[src/rtl/wash_cycle_ctrl_pkg.sv]
// Shared definitions for the washing-machine cycle sequencer.
//   - state encoding for the phase sequencer
//   - clk_freq code constants (1/2/4/8 MHz)
//   - width of the shared phase counter
//   - calc_stop(): converts a phase length in seconds into a clock-cycle count
package wash_pkg;

    localparam int CNT_W = 32;

    localparam logic [2:0] IDLE  = 3'd0;
    localparam logic [2:0] FILL  = 3'd1;
    localparam logic [2:0] WASH  = 3'd2;
    localparam logic [2:0] RINSE = 3'd3;
    localparam logic [2:0] SPIN  = 3'd4;

    localparam logic [1:0] FREQ_1MHZ = 2'b00;
    localparam logic [1:0] FREQ_2MHZ = 2'b01;
    localparam logic [1:0] FREQ_4MHZ = 2'b10;
    localparam logic [1:0] FREQ_8MHZ = 2'b11;

    localparam logic [CNT_W-1:0] CNT_ONE = 32'd1;

    // Cycles per phase: ticks-per-second at 1 MHz times seconds, scaled by the
    // clock-rate code (each code step doubles the clock rate).
    function automatic logic [CNT_W-1:0] calc_stop(input logic [CNT_W-1:0] base,
                                                   input logic [CNT_W-1:0] secs,
                                                   input logic [1:0]       code);
        logic [CNT_W-1:0] prod;
        prod = base * secs;
        return prod << code;
    endfunction

endpackage

[src/rtl/wash_cycle_ctrl_if.sv]
// Control/status bundle between the cycle sequencer and its environment.
//   master : drives coin_in, abort, clk_freq, fill_done (and pause when
//            WASH_TIMER_PAUSE_EN is defined); observes all sequencer outputs
//   slave  : the sequencer itself (wash_cycle_ctrl)
// Optional macro: WASH_TIMER_PAUSE_EN adds the pause request line.
interface wash_cycle_ctrl_if;

    logic       coin_in;
    logic       abort;
    logic [1:0] clk_freq;
    logic       fill_done;
`ifdef WASH_TIMER_PAUSE_EN
    logic       pause;
`endif
    logic       start_filling;
    logic       fill_soft_rst_n;
    logic [1:0] fill_clk_freq;
    logic [2:0] state;
    logic       busy;
    logic       wash_done;

    modport master (
        output coin_in, abort, clk_freq, fill_done,
`ifdef WASH_TIMER_PAUSE_EN
        output pause,
`endif
        input  start_filling, fill_soft_rst_n, fill_clk_freq, state, busy, wash_done
    );

    modport slave (
        input  coin_in, abort, clk_freq, fill_done,
`ifdef WASH_TIMER_PAUSE_EN
        input  pause,
`endif
        output start_filling, fill_soft_rst_n, fill_clk_freq, state, busy, wash_done
    );

endinterface

[src/rtl/wash_cycle_ctrl_phase_timer.sv]
// Shared phase counter for the timed phases (WASH, RINSE, SPIN).
// Ports:
//   clk, rst : clock and asynchronous active-high reset
//   clear    : synchronous clear to 0 (priority over en)
//   en       : count one per cycle
//   stop     : phase length in cycles (>= 1)
//   last     : high while counting in the final cycle of the phase
module phase_timer
    import wash_pkg::*;
(
    input  logic             clk,
    input  logic             rst,
    input  logic             clear,
    input  logic             en,
    input  logic [CNT_W-1:0] stop,
    output logic             last
);

    logic [CNT_W-1:0] phase_cnt;

    always_ff @(posedge clk or posedge rst) begin
        if (rst) begin
            phase_cnt <= '0;
        end else if (clear) begin
            phase_cnt <= '0;
        end else if (en) begin
            phase_cnt <= phase_cnt + CNT_ONE;
        end
    end

    // Gated by en so a frozen phase never reports completion.
    assign last = en && (phase_cnt == (stop - CNT_ONE));

endmodule

[src/rtl/wash_cycle_ctrl.sv]
// Washing-machine cycle sequencer: IDLE -> FILL -> WASH -> RINSE -> SPIN -> IDLE.
// Drives the filling-water counter (start_filling, fill_soft_rst_n,
// fill_clk_freq) and consumes its fill_done flag; WASH/RINSE/SPIN are timed
// by one shared phase_timer.
// Ports:
//   clk  : system clock
//   rst  : asynchronous active-high reset
//   bus  : wash_cycle_ctrl_if.slave (coin_in, abort, clk_freq, fill_done
//          in; start_filling, fill_soft_rst_n, fill_clk_freq, state, busy,
//          wash_done out)
// Optional macro: WASH_TIMER_PAUSE_EN adds bus.pause, which freezes the
// timed phases and suspends filling without clearing the fill count.
module wash_cycle_ctrl
    import wash_pkg::*;
#(
    parameter int unsigned BASE_TICKS = 1000000,
    parameter int unsigned WASH_SEC   = 300,
    parameter int unsigned RINSE_SEC  = 120,
    parameter int unsigned SPIN_SEC   = 60
)
(
    input  logic             clk,
    input  logic             rst,
    wash_cycle_ctrl_if.slave bus
);

    localparam logic [CNT_W-1:0] BASE_W  = 32'(BASE_TICKS);
    localparam logic [CNT_W-1:0] WASH_W  = 32'(WASH_SEC);
    localparam logic [CNT_W-1:0] RINSE_W = 32'(RINSE_SEC);
    localparam logic [CNT_W-1:0] SPIN_W  = 32'(SPIN_SEC);

    logic [2:0]       state_q;
    logic [2:0]       state_d;
    logic [1:0]       freq_q;
    logic             wash_done_q;
    logic             accept;
    logic             finish;
    logic             timed;
    logic             paused;
    logic             fill_hold;
    logic             phase_last;
    logic [CNT_W-1:0] stop_sel;

`ifdef WASH_TIMER_PAUSE_EN
    logic pause_q;

    assign paused    = bus.pause;
    // Registered so start_filling never depends combinationally on an input.
    assign fill_hold = pause_q;
`else
    assign paused    = 1'b0;
    assign fill_hold = 1'b0;
`endif

    assign timed = (state_q == WASH) || (state_q == RINSE) || (state_q == SPIN);

    always_comb begin
        stop_sel = calc_stop(BASE_W, WASH_W, freq_q);
        case (state_q)
            RINSE:   stop_sel = calc_stop(BASE_W, RINSE_W, freq_q);
            SPIN:    stop_sel = calc_stop(BASE_W, SPIN_W, freq_q);
            default: stop_sel = calc_stop(BASE_W, WASH_W, freq_q);
        endcase
    end

    // Any state change restarts the counter, so each timed phase starts at 0
    // and an abort leaves it cleared.
    phase_timer u_phase_timer (
        .clk   (clk),
        .rst   (rst),
        .clear (state_d != state_q),
        .en    (timed && !paused),
        .stop  (stop_sel),
        .last  (phase_last)
    );

    // State register (also holds the latched frequency and the done pulse)
    always_ff @(posedge clk or posedge rst) begin
        if (rst) begin
            state_q     <= IDLE;
            freq_q      <= FREQ_1MHZ;
            wash_done_q <= 1'b0;
`ifdef WASH_TIMER_PAUSE_EN
            pause_q     <= 1'b0;
`endif
        end else begin
            state_q     <= state_d;
            wash_done_q <= finish;
            if (accept) begin
                freq_q <= bus.clk_freq;
            end
`ifdef WASH_TIMER_PAUSE_EN
            pause_q     <= paused;
`endif
        end
    end

    // Next-state logic; abort always has priority over coin, fill_done and
    // the phase timer.
    always_comb begin
        state_d = state_q;
        accept  = 1'b0;
        finish  = 1'b0;
        case (state_q)
            IDLE: begin
                if (bus.coin_in && !bus.abort) begin
                    accept  = 1'b1;
                    state_d = FILL;
                end
            end
            FILL: begin
                if (bus.abort)          state_d = IDLE;
                else if (bus.fill_done) state_d = WASH;
            end
            WASH: begin
                if (bus.abort)       state_d = IDLE;
                else if (phase_last) state_d = RINSE;
            end
            RINSE: begin
                if (bus.abort)       state_d = IDLE;
                else if (phase_last) state_d = SPIN;
            end
            SPIN: begin
                if (bus.abort) begin
                    state_d = IDLE;
                end else if (phase_last) begin
                    state_d = IDLE;
                    finish  = 1'b1;
                end
            end
            default: state_d = IDLE;
        endcase
    end

    // Output decode from registered state only
    always_comb begin
        bus.state           = state_q;
        bus.busy            = (state_q != IDLE);
        bus.fill_soft_rst_n = (state_q == FILL);
        bus.start_filling   = (state_q == FILL) && !fill_hold;
        bus.fill_clk_freq   = freq_q;
        bus.wash_done       = wash_done_q;
    end

endmodule
[src/flat_wrapper.sv]
// flat-port wrapper written by rule: the top's interface ports become plain ports
module wash_cycle_ctrl_flat import wash_pkg::*;
#(
    parameter int unsigned BASE_TICKS = 1000000,
    parameter int unsigned WASH_SEC   = 300,
    parameter int unsigned RINSE_SEC  = 120,
    parameter int unsigned SPIN_SEC   = 60
)
  (clk, rst, bus_coin_in, bus_abort, bus_clk_freq, bus_fill_done, bus_start_filling, bus_fill_soft_rst_n, bus_fill_clk_freq, bus_state, bus_busy, bus_wash_done);
  wash_cycle_ctrl_if bus_i ();
  input  logic clk;
  input  logic rst;
  input wire logic [$bits(bus_i.coin_in)-1:0] bus_coin_in;
  input wire logic [$bits(bus_i.abort)-1:0] bus_abort;
  input wire logic [$bits(bus_i.clk_freq)-1:0] bus_clk_freq;
  input wire logic [$bits(bus_i.fill_done)-1:0] bus_fill_done;
  output wire logic [$bits(bus_i.start_filling)-1:0] bus_start_filling;
  output wire logic [$bits(bus_i.fill_soft_rst_n)-1:0] bus_fill_soft_rst_n;
  output wire logic [$bits(bus_i.fill_clk_freq)-1:0] bus_fill_clk_freq;
  output wire logic [$bits(bus_i.state)-1:0] bus_state;
  output wire logic [$bits(bus_i.busy)-1:0] bus_busy;
  output wire logic [$bits(bus_i.wash_done)-1:0] bus_wash_done;
  assign bus_i.coin_in = bus_coin_in;
  assign bus_i.abort = bus_abort;
  assign bus_i.clk_freq = bus_clk_freq;
  assign bus_i.fill_done = bus_fill_done;
  assign bus_start_filling = bus_i.start_filling;
  assign bus_fill_soft_rst_n = bus_i.fill_soft_rst_n;
  assign bus_fill_clk_freq = bus_i.fill_clk_freq;
  assign bus_state = bus_i.state;
  assign bus_busy = bus_i.busy;
  assign bus_wash_done = bus_i.wash_done;
  wash_cycle_ctrl #(.BASE_TICKS(BASE_TICKS), .WASH_SEC(WASH_SEC), .RINSE_SEC(RINSE_SEC), .SPIN_SEC(SPIN_SEC)) u_core (.clk(clk), .rst(rst), .bus(bus_i));
endmodule
[config.mk]
export PLATFORM = sky130hd
export DESIGN_NAME = wash_cycle_ctrl_flat
export DESIGN_NICKNAME = d
export VERILOG_FILES = /design/src/rtl/wash_cycle_ctrl_pkg.sv /design/src/rtl/wash_cycle_ctrl_if.sv /design/src/rtl/wash_cycle_ctrl_phase_timer.sv /design/src/rtl/wash_cycle_ctrl.sv /design/src/flat_wrapper.sv
export SDC_FILE = /design/constraint.sdc
export NUM_CORES = 1
export LEC_CHECK = 0
export BUFFER_PORTS_ARGS = -buffer_cell sky130_fd_sc_hd__buf_2
export CAP_MARGIN = 15
export CORE_MARGIN = 2
export CORE_UTILIZATION = 65
export DETAILED_ROUTE_END_ITERATION = 8
export GPL_TIMING_DRIVEN = 1
export PLACE_DENSITY = 0.85
export RECOVER_POWER = 25
export SYNTH_ARGS = -nofsm -noshare
export SYNTH_HDL_FRONTEND = slang
export SYNTH_SLANG_ARGS = --single-unit
[constraint.sdc]
create_clock -name clk -period 9.8 [get_ports clk]
set_input_delay 0.49 -clock clk [delete_from_list [all_inputs] [get_ports clk]]
set_output_delay 0.49 -clock clk [all_outputs]
set_load 0.03 [all_outputs]
**After elaboration in Yosys (flattened, before gate mapping)**

Cells that the tools add are included.

- Add/sub/neg operators: 2
- Equal/unequal tests: 6
- Shifts and indexed selects: 3
- Muxes and demuxes: 18
- Reduce and logical (&&, ||, !) cells: 8

Operator list:

| operator | count |
|---|---|
| $mux W32 | 2 |
| $pmux W32 S2 | 1 |
| $add A32 B1 Y32 const B | 1 |
| $eq A32 B32 Y1 | 1 |
| $shl A26 B2 Y32 const A | 1 |
| $shl A27 B2 Y32 const A | 1 |
| $shl A29 B2 Y32 const A | 1 |
| $sub A32 B1 Y32 const B | 1 |
| $mux W3 | 9 |
| $pmux W3 S5 | 1 |
| $eq A3 B2 Y1 const B | 2 |
| $mux W1 | 5 |
| $eq A3 B1 Y1 const B | 1 |
| $eq A3 B3 Y1 const B | 1 |
| $logic_not A3 Y1 | 1 |
| $ne A3 B3 Y1 | 1 |
| $reduce_bool A3 Y1 | 1 |
| $logic_and A1 B1 Y1 | 2 |
| $logic_or A1 B1 Y1 | 2 |
| $reduce_bool A2 Y1 | 1 |
| $logic_not A1 Y1 | 1 |

- Register bits after elaboration: 38
- Bits of input ports: 7
- Output and inout port bits: 9
- Word-level logic and storage cells: 41

**Depth between registers and ports, before layout**

- Depth after elaboration: 10
- Gate-level depth with buffers: 15
- Depth with buffers taken out: 12

**Cells and area by module**

A second synthesis with hierarchy kept.

- Cell total of the unflattened synthesis: 446
- Area total of the unflattened synthesis: 3,520.9 sq um

By module, submodules not included:

| module | instances | cells an instance | area an instance (sq um) | sequential area each (sq um) |
|---|---|---|---|---|
| phase_timer | 1 | 346 | 2,810.2 | 800.8 |
| wash_cycle_ctrl | 1 | 100 | 710.7 | 150.1 |

**Worst setup path before layout**

No wires, ideal clock.

- Path type: reg2reg
- From: register u_core.freq_q[0] (netlist: u_core.bus.fill_clk_freq[0])
- To: register u_core.u_phase_timer.phase_cnt[11]
- Library setup time: 0.121 ns
- Data arrival time: 3.270 ns
- Required time: 9.679 ns
- Path slack: 6.409 ns
- Cell stages (with the launch flop): 16
- Buffers on the path: 4
- Period minus slack after synthesis: 3.391 ns
- Cells stage by stage: dfrtp_1 > buf_2 > buf_2 > buf_2 > a21oi_1 > inv_1 > ha_1 > xnor2_1 > a31o_2 > a31oi_1 > nand4_1 > or4_4 > nor4_4 > o2bb2ai_1 > buf_2 > nor2_1

- Cells in the longest elaborated chain, start to end: 10
- Elaborated cells between the ends (all ways): 17
- Classes of those cells: add/sub: 1; eq/ne: 2; shift: 3; mux: 9; reduce/logical: 2

RTL lines:

| element | line | source |
|---|---|---|
| from (decl) | wash_cycle_ctrl.sv:34 | `logic [1:0] freq_q;` |
| from (signal assigned) | wash_cycle_ctrl.sv:90 | `freq_q <= bus.clk_freq;` |
| $shl A29 B2 Y32, or another cell as far along | - |  |
| $pmux W32 S2 (*) | wash_cycle_ctrl.sv:59 | `case (state_q)` |
| $sub A32 B1 Y32 (*) | wash_cycle_ctrl_phase_timer.sv:32 | `assign last = en && (phase_cnt == (stop - CNT_ONE));` |
| $eq A32 B32 Y1 (*) | wash_cycle_ctrl_phase_timer.sv:32 |  |
| $logic_and A1 B1 Y1 (*) | wash_cycle_ctrl_phase_timer.sv:32 |  |
| $mux W3 (on tied branches) | wash_cycle_ctrl.sv:126, wash_cycle_ctrl.sv:117, wash_cycle_ctrl.sv:121 |  |
| $mux W3 (on tied branches) | wash_cycle_ctrl.sv:124, wash_cycle_ctrl.sv:116, wash_cycle_ctrl.sv:120 |  |
| $pmux W3 S5 (*) | wash_cycle_ctrl.sv:104 | `case (state_q)` |
| $ne A3 B3 Y1 (*) | wash_cycle_ctrl.sv:71 | `.clear (state_d != state_q),` |
| $mux W32 or $reduce_bool A2 Y1 (tied branches) | - |  |
| to (signal assigned) | wash_cycle_ctrl_phase_timer.sv:27 | `phase_cnt <= phase_cnt + CNT_ONE;` |
| to (decl) | wash_cycle_ctrl_phase_timer.sv:19 | `logic [CNT_W-1:0] phase_cnt;` |

Mark *: on every way between the ends. The rest lies on a longest branch, timed or not.
A chain may end at the register's enable or synchronous reset.

**Worst setup path after layout**

- From: register u_core.state_q[1] (netlist: u_core.bus.state[1])
- To: register u_core.u_phase_timer.phase_cnt[20]

- Cells in the longest elaborated chain, start to end: 10
- Elaborated cells between the ends (all ways): 24
- Classes of those cells: add/sub: 1; eq/ne: 6; mux: 12; reduce/logical: 5

RTL lines:

| element | line | source |
|---|---|---|
| from (decl) | wash_cycle_ctrl.sv:32 | `logic [2:0] state_q;` |
| from (signal assigned) | wash_cycle_ctrl.sv:87 | `state_q <= state_d;` |
| $eq A3 B3 Y1 or $eq A3 B2 Y1 (tied branches) | wash_cycle_ctrl.sv:55, wash_cycle_ctrl.sv:59, wash_cycle_ctrl.sv:104 |  |
| $pmux W32 S2 | wash_cycle_ctrl.sv:59 |  |
| $sub A32 B1 Y32 | wash_cycle_ctrl_phase_timer.sv:32 |  |
| $eq A32 B32 Y1 | wash_cycle_ctrl_phase_timer.sv:32 |  |
| $logic_and A1 B1 Y1 | wash_cycle_ctrl_phase_timer.sv:32 |  |
| $mux W3 (on tied branches) | wash_cycle_ctrl.sv:126, wash_cycle_ctrl.sv:117, wash_cycle_ctrl.sv:121 |  |
| $mux W3 (on tied branches) | wash_cycle_ctrl.sv:124, wash_cycle_ctrl.sv:116, wash_cycle_ctrl.sv:120 |  |
| $pmux W3 S5 | wash_cycle_ctrl.sv:104 |  |
| $ne A3 B3 Y1 | wash_cycle_ctrl.sv:71 |  |
| $mux W32 or $reduce_bool A2 Y1 (tied branches) | - |  |

Several ways; a longest one is shown, not always the timed one.

==> impl_results.rst <==
.. list-table::
   :header-rows: 1

   * - Metric
     - Value
   * - Diodes inserted
     - 0
   * - Main flop type after synthesis
     - dfrtp_1
   * - CP startpoint kind
     - flop
   * - Core area
     - 4380 um2
   * - Gp weighted congestion
     - 1.01
   * - Leak pwr
     - 1.25 nW
   * - Tightest Pin Transition
     - 2.01 ns
   * - Maximum fanout count along the critical path
     - 31
   * - Relative contribution of the clock network to total power
     - 21.8%
   * - Max Clock Freq
     - 243 MHz
   * - Row count
     - 24
   * - Synth-to-Final Area Change
     - 2.82%
   * - Relative max-transition margin
     - -34.0%
   * - TNS Setup
     - 0 ns
   * - Part of the total power dissipated in combinational logic
     - 38.2%
   * - Worst hold-check path type
     - input pin to flop
   * - GRT Max-Usage Layer
     - met2
   * - Number of input and output port buffers inserted
     - 15
   * - Share of total power consumed by net switching
     - 42.2%
   * - Unrepaired setup endpoints after global routing
     - no
   * - Hpwl dp
     - 4790 um
   * - Largest net degree at the start of global routing
     - 39
   * - Cell internal pwr
     - 0.000291 W
   * - Result of the run
     - finished with violations
   * - Syn Nets
     - 371
   * - Max-cap viol count
     - 1
   * - Startpoint-to-endpoint class of the critical path
     - flop to flop
   * - Dominant cells by area after synthesis
     - dfrtp_1 (32%), nor2_1 (7.5%), xor2_1 (6.2%), xnor2_1 (4.7%), nand2_1 (3.9%)
   * - Area fraction of the dominant cell type after synthesis
     - 32.0%
   * - Post-DR wirelength/cell
     - 16.9 um
   * - Total clock buffers created by CTS
     - 5
   * - CTS Hold Buffers Added
     - 0
   * - Hold Violations, Final
     - 0
   * - Fraction of registers with async set or reset after synthesis
     - 100%
   * - Post-route DRC violation count
     - 0
   * - Post-route clock period utilization
     - 41.9%
   * - Die outline area
     - 5120 um2
   * - Clock root buffer
     - clkbuf_8
   * - Number of flip-flops and latches in the synthesized netlist
     - 38
   * - Insertion delay to the later sink of the worst-skew pair
     - 0.30 ns
   * - Initial cell density of the core
     - 67.7%
   * - TritonCTS clock tree
     - built
   * - Worst reg2reg path startpoint
     - u_core.bus.state[1]$_DFF_PP0_
   * - H-tree depth
     - 2
   * - Count of clock tree sinks
     - 38
   * - Share of the core filled with cells in the final layout
     - 69.6%
   * - Met2 global-route usage
     - 43.0%
   * - Routing usage on met1
     - 41.7%
   * - Remaining global-route overflow
     - 0
   * - Via-to-Cell Ratio
     - 6.58
   * - Cell area after synthesis
     - 2970 um2
   * - CTS clock-pin slew for the worst setup and hold paths
     - 0.08 ns
   * - I/O pin cnt
     - 16
   * - Count of routing violations after the opening detailed-route iteration
     - 362
   * - Die Y-Extent
     - 71.6 um
   * - Min-delay src
     - bus_clk_freq[0]
   * - Cells after Synth
     - 362
   * - Warnings, synthesis
     - 0
   * - Final setup violation count
     - 0
   * - Number of buffers added for setup after CTS
     - 0
   * - Worst setup path startpoint
     - u_core.bus.state[1]$_DFF_PP0_
   * - Detailed-routing iteration count for the pre-antenna-repair pass
     - 6
   * - Most used cells in the layout excluding fill and tap cells
     - nor2_1 (59), dfrtp_1 (38), nand2_1 (31)
   * - Overall Global Routing Usage
     - 29.3%
   * - Tightest hold margin
     - 0.412 ns
   * - Met3 Use GR
     - 7.59%
   * - Final antenna-violating net count
     - 0
   * - Endpoint kind of the worst setup timing path
     - flop
   * - Most common library cell in the layout ignoring fill and taps
     - nor2_1
   * - Fraction of final layout cells sized beyond drive strength 1
     - 11.2%
   * - Switching power
     - 0.000212 W
   * - Number of antenna violations at the first check in global routing
     - 0
   * - Post-layout net count
     - 366
   * - Vias
     - 2,697
   * - Total count of max-transition violations in the final report
     - 39
   * - Max rail drop VDD
     - 0.0994 mV
   * - Bufs on Longest Clock Path
     - 2
   * - Dominant cell type by area after synthesis
     - dfrtp_1
   * - Total power divided by cell area
     - 165 nW/um2
   * - Sequential share of power
     - 40.0%
   * - Distinct cell type count of the synthesized netlist
     - 63
   * - Count of cells resized by post-cts repair
     - 0
   * - DRT Wirelength
     - 6940 um
   * - Min cycle time layout
     - 4.11 ns
   * - Share of synthesized area occupied by flip-flops and latches
     - 32.0%
   * - CP Data Arrival Time
     - 4.28 ns
   * - Width of the chip
     - 71.6 um
   * - First-pass GRT wire length
     - 11,800 um
   * - Syn_area_per_cell
     - 8.20 um2
   * - Data required time of the worst path
     - 9.97 ns
   * - Worst clock skew on the final layout
     - 0.0129 ns
   * - Violations in the final reports
     - capacitance limit, slew limit
   * - Number of synthesized flops with an enable pin
     - 0
   * - Number of global-route vias before repair
     - 2,496
-- through the flow --
stage          cell area (um2)  total power (W)  setup slack [ns]  instances
2_1_floorplan             2970         0.000355              6.41        362
3_3_place_gp              2970         0.000385              5.93        402
3_5_place_dp              2970         0.000388              5.76        402
4_1_cts                   3060         0.000497              5.73        410
5_1_grt                   3050         0.000527              5.44        410
6_report                  3050         0.000503              5.69        410
-- worst max-delay path: stages, from the launching register on --
cell	delay (ns)
dfrtp_1	0.91
and3b_1	0.53
a21oi_1	0.15
inv_1	0.15
ha_1	0.25
xnor2_1	0.14
a31o_2	0.21
a31oi_1	0.13
nand4_1	0.13
or4_4	0.54
nor4_4	0.28
o2bb2ai_2	0.13
buf_4	0.32
nor2_1	0.09
-- cell usage after synthesis (3+ instances only) --
master	n
buf_2	11
xnor2_1	16
nand4b_1	3
and3_1	5
nor2_1	59
o21ai_0	16
nand2b_1	4
o22ai_1	3
buf_4	3
or2_2	3
nor2b_1	6
nand2_1	31
inv_1	10
dfrtp_1	38
nand3_1	12
nand3b_1	4
a21oi_1	14
mux2i_1	7
nand4_1	9
nor3_1	8
clkbuf_1	11
or3_1	3
o2111ai_1	4
a221oi_1	4
or4_1	4
buf_6	4
o221ai_1	3
a31oi_1	5
xor2_1	21
-- logic make-up after synthesis --
logic type / after synthesis / synth area share [%]
AO/OA/AOI/OAI: 70 / 16.1
XOR/XNOR: 37 / 10.9
buffers and inverters: 39 / 6.78
multiplexers: 9 / 3.12
AND/OR/NAND/NOR: 167 / 30.2
flip-flops: 38 / 32.0
adder cells (fa/ha/maj): 2 / 0.843
-- cell type report --
class	count	area (um2)
clock buffer	5	68.8
clock inverter	3	21.3
fill	353	1330
inverter	10	37.5
multi-input combinational	285	1820
sequential	38	951
tap	52	65.1
timing repair buffer	17	86.3
-- worst paths after layout --
path	endpoint	slack, ns	cells past startpoint
setup / recovery	u_core.u_phase_timer.phase_cnt[20]$_DFFE_PP0P_	5.69	13
hold / removal	u_core.bus.fill_clk_freq[0]$_DFFE_PP0P_	0.41	2
setup reg to reg	u_core.u_phase_timer.phase_cnt[20]$_DFFE_PP0P_	5.69	13
hold reg to reg	u_core.u_phase_timer.phase_cnt[7]$_DFFE_PP0P_	0.55	2
max in group asynchronous	u_core.u_phase_timer.phase_cnt[23]$_DFFE_PP0P_	7.75	3
min in group asynchronous	u_core.u_phase_timer.phase_cnt[10]$_DFFE_PP0P_	0.90	3
-- registers in the layout (all words and copies together) (netlist names) --
name	cells
u_core.bus.wash_done	1
u_core.u_phase_timer.phase_cnt	32
u_core.bus.fill_clk_freq	2
u_core.bus.state	3
-- per-layer routing --
metal	wire length [um]	vias up
li1	-	1271
met5	0	-
met3	743	17
met2	3100	151
met4	127	0
met1	2970	1258
-- power by group through the flow --
stage / Sequential, W / Combinational (W) / Clock, W
2_1_floorplan: 0.000182 / 0.000173 / 0
3_3_place_gp: 0.000201 / 0.000184 / 0
3_5_place_dp: 0.000203 / 0.000186 / 0
4_1_cts: 0.000199 / 0.000188 / 0.000110
5_1_grt: 0.000204 / 0.000207 / 0.000116
6_report: 0.000201 / 0.000192 / 0.000110
No activity file was read; power rests on OpenSTA's default activity.
